**src/rtl/axi_aw_router.sv**
```systemverilog
// rtl/axi_aw_router.sv - AXI write-address crossbar with per-slave round-robin arbitration and W-order FIFOs
module axi_aw_router #(
    parameter int                  NUM_M    = 2,
    parameter int                  NUM_S    = 6,
    parameter int                  ID_W     = 4,
    parameter int                  MIDX_W   = (NUM_M > 1) ? $clog2(NUM_M) : 1,
    parameter int                  DEF_SLV  = NUM_S - 1,
    parameter logic [NUM_S*32-1:0] SLV_BASE = {NUM_S{32'h0}},
    parameter logic [NUM_S*32-1:0] SLV_MASK = {NUM_S{32'h0}},
    parameter int                  WORD_DEP = 4
) (
    input  logic                            ACLK,
    input  logic                            ARESET,
    input  logic [NUM_M*ID_W-1:0]           AWID_M,
    input  logic [NUM_M*32-1:0]             AWADDR_M,
    input  logic [NUM_M*4-1:0]              AWLEN_M,
    input  logic [NUM_M*3-1:0]              AWSIZE_M,
    input  logic [NUM_M*2-1:0]              AWBURST_M,
    input  logic [NUM_M-1:0]                AWVALID_M,
    output logic [NUM_M-1:0]                AWREADY_M,
    output logic [NUM_S*(MIDX_W+ID_W)-1:0]  AWID_S,
    output logic [NUM_S*32-1:0]             AWADDR_S,
    output logic [NUM_S*4-1:0]              AWLEN_S,
    output logic [NUM_S*3-1:0]              AWSIZE_S,
    output logic [NUM_S*2-1:0]              AWBURST_S,
    output logic [NUM_S-1:0]                AWVALID_S,
    input  logic [NUM_S-1:0]                AWREADY_S,
    output logic [NUM_S*MIDX_W-1:0]         WORD_MIDX_S,
    output logic [NUM_S-1:0]                WORD_VLD_S,
    input  logic [NUM_S-1:0]                WORD_POP_S
);

    localparam int SID_W = MIDX_W + ID_W;
    localparam int PTR_W = $clog2(WORD_DEP);
    localparam int CNT_W = PTR_W + 1;

    logic [NUM_M-1:0]        slv_req [NUM_S];
    logic [NUM_S-1:0]        gnt_vld;
    logic [NUM_S*MIDX_W-1:0] gnt_idx;

    // Each master raises a request toward exactly one slave: the lowest matching region, else the default slave.
    always_comb begin
        logic found;
        found = 1'b0;
        for (int s = 0; s < NUM_S; s++) begin
            slv_req[s] = '0;
        end
        for (int m = 0; m < NUM_M; m++) begin
            found = 1'b0;
            for (int s = 0; s < NUM_S; s++) begin
                if (!found && ((AWADDR_M[m*32 +: 32] & SLV_MASK[s*32 +: 32]) == SLV_BASE[s*32 +: 32])) begin
                    slv_req[s][m] = AWVALID_M[m];
                    found         = 1'b1;
                end
            end
            if (!found) begin
                slv_req[DEF_SLV][m] = AWVALID_M[m];
            end
        end
    end

    always_comb begin
        AWREADY_M = '0;
        for (int s = 0; s < NUM_S; s++) begin
            for (int m = 0; m < NUM_M; m++) begin
                if (gnt_vld[s] && (gnt_idx[s*MIDX_W +: MIDX_W] == MIDX_W'(m))) begin
                    AWREADY_M[m] = 1'b1;
                end
            end
        end
    end

    for (genvar s = 0; s < NUM_S; s++) begin : g_slv
        logic [MIDX_W-1:0] rr_ptr;
        logic              vld_q;
        logic [SID_W-1:0]  id_q;
        logic [31:0]       addr_q;
        logic [3:0]        len_q;
        logic [2:0]        size_q;
        logic [1:0]        burst_q;
        logic [MIDX_W-1:0] mem [WORD_DEP];
        logic [PTR_W-1:0]  wr_ptr;
        logic [PTR_W-1:0]  rd_ptr;
        logic [CNT_W-1:0]  cnt;
        logic              slot_ok;
        logic              gnt;
        logic              pop;
        logic [MIDX_W-1:0] sel;

        // A full FIFO blocks the grant even when a pop lands in the same cycle.
        assign slot_ok = !ARESET && (!vld_q || AWREADY_S[s]) && (cnt != CNT_W'(WORD_DEP));
        assign pop     = WORD_POP_S[s] && (cnt != '0);

        // First pass covers masters at or after the pointer, second pass wraps to the lowest index.
        always_comb begin
            gnt = 1'b0;
            sel = '0;
            for (int m = 0; m < NUM_M; m++) begin
                if (slot_ok && !gnt && slv_req[s][m] && (MIDX_W'(m) >= rr_ptr)) begin
                    gnt = 1'b1;
                    sel = MIDX_W'(m);
                end
            end
            for (int m = 0; m < NUM_M; m++) begin
                if (slot_ok && !gnt && slv_req[s][m]) begin
                    gnt = 1'b1;
                    sel = MIDX_W'(m);
                end
            end
        end

        always_ff @(posedge ACLK) begin
            if (ARESET) begin
                vld_q   <= 1'b0;
                id_q    <= '0;
                addr_q  <= '0;
                len_q   <= '0;
                size_q  <= '0;
                burst_q <= '0;
                rr_ptr  <= '0;
                wr_ptr  <= '0;
                rd_ptr  <= '0;
                cnt     <= '0;
            end else begin
                if (gnt) begin
                    vld_q <= 1'b1;
                    for (int m = 0; m < NUM_M; m++) begin
                        if (sel == MIDX_W'(m)) begin
                            id_q    <= {sel, AWID_M[m*ID_W +: ID_W]};
                            addr_q  <= AWADDR_M[m*32 +: 32];
                            len_q   <= AWLEN_M[m*4 +: 4];
                            size_q  <= AWSIZE_M[m*3 +: 3];
                            burst_q <= AWBURST_M[m*2 +: 2];
                        end
                    end
                    rr_ptr <= (sel == MIDX_W'(NUM_M - 1)) ? '0 : sel + 1'b1;
                    wr_ptr <= wr_ptr + 1'b1;
                end else if (AWREADY_S[s]) begin
                    vld_q <= 1'b0;
                end
                if (pop) begin
                    rd_ptr <= rd_ptr + 1'b1;
                end
                case ({gnt, pop})
                    2'b10:   cnt <= cnt + 1'b1;
                    2'b01:   cnt <= cnt - 1'b1;
                    default: cnt <= cnt;
                endcase
            end
        end

        always_ff @(posedge ACLK) begin
            if (gnt) begin
                mem[wr_ptr] <= sel;
            end
        end

        assign gnt_vld[s]                      = gnt;
        assign gnt_idx[s*MIDX_W +: MIDX_W]     = sel;
        assign AWVALID_S[s]                    = vld_q;
        assign AWID_S[s*SID_W +: SID_W]        = id_q;
        assign AWADDR_S[s*32 +: 32]            = addr_q;
        assign AWLEN_S[s*4 +: 4]               = len_q;
        assign AWSIZE_S[s*3 +: 3]              = size_q;
        assign AWBURST_S[s*2 +: 2]             = burst_q;
        assign WORD_MIDX_S[s*MIDX_W +: MIDX_W] = mem[rd_ptr];
        assign WORD_VLD_S[s]                   = (cnt != '0);
    end

endmodule
```
**config.mk**
```make
export PLATFORM = sky130hd
export DESIGN_NAME = axi_aw_router
export DESIGN_NICKNAME = d
export VERILOG_FILES = /design/src/rtl/axi_aw_router.sv
export SDC_FILE = /design/constraint.sdc
export NUM_CORES = 1
export LEC_CHECK = 0
export CAP_MARGIN = 20
export CORE_AREA = 2 2 158 160
export CTS_BUF_LIST = sky130_fd_sc_hd__clkbuf_16
export DETAILED_ROUTE_END_ITERATION = 8
export DIE_AREA = 0 0 160 162
export HOLD_SLACK_MARGIN = 0.06
export PLACE_DENSITY = 0.58
export SYNTH_ARGS = -nofsm -noshare
export SYNTH_HDL_FRONTEND = slang
export SYNTH_SLANG_ARGS = --single-unit
```
**constraint.sdc**
```tcl
create_clock -name ACLK -period 3 [get_ports ACLK]
set_input_delay 0.6 -clock ACLK [delete_from_list [all_inputs] [get_ports ACLK]]
set_output_delay 0.6 -clock ACLK [all_outputs]
set_load 0.1 [all_outputs]
```
==> results.toml <==
[outcome]
outcome = "finished clean"

[clocking]
cts_tree = "done"
clkTransAtPathRegs_ps = 60
post-cts-setup-buffers = 0
cts_resized = 0
h-tree-depth = 3
cts_hold_buf = 0
clkSinkCount = 76
cts_buffers = 9
cts-root-buf = "clkbuf_16"
clk_latency_ps = 340
clock_path_buffers = 2

[setup_path]
path_cells = "clkdlybuf4s50_1 > nand2b_1 > nand3_1 > nor3_2 > buf_12"
cp_slowest_stage_delay_ps = 460
cp.arrival_ps = 2000
rr_endpoint = "g_slv[0].cnt[2]$_SDFFE_PP0P_"
critPathKind = "input port to output pin"
worst_path_max_delay_cell = "clkdlybuf4s50_1"
required_ps = 2400
cp-startpoint = "AWREADY_S[0]"
start_kind = "input port"
reg2reg_from = "g_slv[0].cnt[2]$_SDFFE_PP0P_"
worstRegToRegCells = 8
crit_path_max_fanout = 6
endpoint = "AWREADY_M[1]"
r2r_slack_ps = 740
crit_path_end_kind = "output pin"

[floorplan]
die_y_um = 162
num_io_pins = 402
core.rowCount = 57
initial_utilization = 0.235
die_area_um2 = 25900
fp.dieW_um = 160
core_um2 = 24100

[grt]
overflow = 0
track_usage = 0.0986
grt_pass1_vias = 3376
grt_first_pass_wirelength_um = 19500
grt_max_degree = 48
grt_antenna_before_repair = 1

[timing]
worst_slack_ps = 403
slew_violations = 0
setup_viol = 0
clock_skew_ps = 10.3
hold_ws_ps = 460
hold_violations = 0
worst-slew-pin-transition_ps = 712
fmax_ghz = 0.385
finalSetupTns_ps = 0
final.period_utilization = 0.866
slew_headroom = 0.525
rsz0062_at_grt = "no"
fin_crit_ps = 2600

[final_layout]
final_cell_mix = "conb_1, clkdlybuf4s50_1, dfxtp_1"
layout.cells.non_filler = 1084
drive_gt1_frac = 0.180
antenna_cells = 0
final_area_um2 = 6840
synthToLayoutAreaGrowth_pct = 20.8
final_common_cell = "conb_1"
fin_nets = 878

[power]
power.density_nw_per_um2 = 953
ir_drop_v = 0.000677
power.leakage_uw = 0.00299

[route]
drt_iter0_drc = 136
vias = 3978
avgViaCountPerCell = 3.67
drt_drc_violations_left = 0
drtAntennaViolNets = 0
finalWirelength_um = 13700
wire_per_inst_um = 12.7
firstDrtPassIters = 4

[run]
maxCapViolCount = 0

[synthesis]
ys.flop_type = "dfxtp_1"
async_flop_share = 0
ys_ff_latch = 76
seq_area_frac_synth = 0.276
synth.top_cell.area_share = 0.321
ys_top_cells_by_area = "buf_4, dfxtp_1, a221oi_2, o32ai_1, inv_1"
ys.warnings.count = 0
synth_cells = 613
yosys.area.top_type = "buf_4"
synth.avg_cell_area_um2 = 9.24
synth_cell_types = 38
synth_edf_count = 4
syn_area_um2 = 5660

[placement]
place.gp.congestion = 0.655
post-place-ws_ps = 98.1
dpl_cell_area_um2 = 6530
io_buffers = 156
dpl.hpwl_um = 10200
place_inst = 1069

[worst_hold_path]
min_path_type = "flip-flop to flip-flop"
## routing by layer
metal  wire length (um)  GRT usage  up-vias  share of wire
li1                   -          -     1923              -
met1               5570      0.118     1839           0.41
met2               6940      0.172      201           0.51
met3               1080     0.0306       13          0.079
met4                134     0.0258        2         0.0098
met5                 13          0        -        0.00095
## area by class of cell
type	count	area (um2)
Multi-Input combinational cell	439	2790
Clock buffer	9	225
Timing Repair Buffer	168	1550
Clock inverter	6	81.3
Sequential cell	76	1560
Tap cell	324	405
Inverter	62	233
Fill cell	2571	17300
## worst max-delay path, delay by kind of cell
| family | cells | cell delay [ps] |
|---|---|---|
| buf+inv | 2 | 680 |
| simple gates | 3 | 710 |
## sequential cells by signal, summed over array words and instances (netlist names), named ones only
signal / count
g_slv.burst_q: 2
g_slv.id_q: 5
g_slv.rd_ptr: 2
g_slv.cnt: 18
g_slv.addr_q: 32
g_slv.size_q: 3
g_slv.mem: 4
g_slv.vld_q: 1
g_slv.rr_ptr: 1
g_slv.len_q: 4
g_slv.wr_ptr: 2
## power by group
| part | switching (uW) | leakage [uW] | internal (uW) |
|---|---|---|---|
| Clock | 446 | 0.000154 | 719 |
| Combinational | 3260 | 0.00220 | 752 |
| Sequential | 116 | 0.000631 | 1230 |
## synth_stat cells, drive strengths merged (2+ instances only)
cell and count:
ha 15, mux2i 6, a221oi 45, a21o 5
clkbuf 19, nand4 2, inv 62, nand3 6
or3 2, nor2 19, a21oi 13, edfxtp 4
nor3 2, o32ai 45, a311oi 6, nand2 6
dfxtp 72, and3 5, buf 256, nand2b 6
xor2 3
## logic make-up after synthesis
family | Yosys count | synth area share
other | 1 | 0.000662
adder cells (fa/ha/maj) | 16 | 0.0367
AND/OR/NAND/NOR | 51 | 0.0444
XOR/XNOR | 4 | 0.00619
flip-flops | 76 | 0.276
buffers and inverters | 337 | 0.394
multiplexers | 8 | 0.0166
AO/OA/AOI/OAI | 120 | 0.225
## stage by stage
step	total power (uW)	utilization
floorplan	5020	-
global placement	5360	0.271
detailed placement	5400	0.271
CTS	6610	0.284
global route	6830	0.284
finish	6520	0.284
## worst min path at each step
stage / startpoint / endpoint / depth (start not counted)
after floorplan: g_slv[0].wr_ptr[0]$_SDFFE_PP0P_ / g_slv[0].wr_ptr[0]$_SDFFE_PP0P_ / 1
after global placement: g_slv[0].addr_q[21]$_SDFFE_PP0P_ / g_slv[0].addr_q[21]$_SDFFE_PP0P_ / 2
after detailed placement: g_slv[0].addr_q[17]$_SDFFE_PP0P_ / g_slv[0].addr_q[17]$_SDFFE_PP0P_ / 2
after CTS: g_slv[0].addr_q[17]$_SDFFE_PP0P_ / g_slv[0].addr_q[17]$_SDFFE_PP0P_ / 2
after global routing: g_slv[0].addr_q[0]$_SDFFE_PP0P_ / g_slv[0].addr_q[0]$_SDFFE_PP0P_ / 2
final: g_slv[0].addr_q[28]$_SDFFE_PP0P_ / g_slv[0].addr_q[28]$_SDFFE_PP0P_ / 2
(Power assumes the default switching activity.)
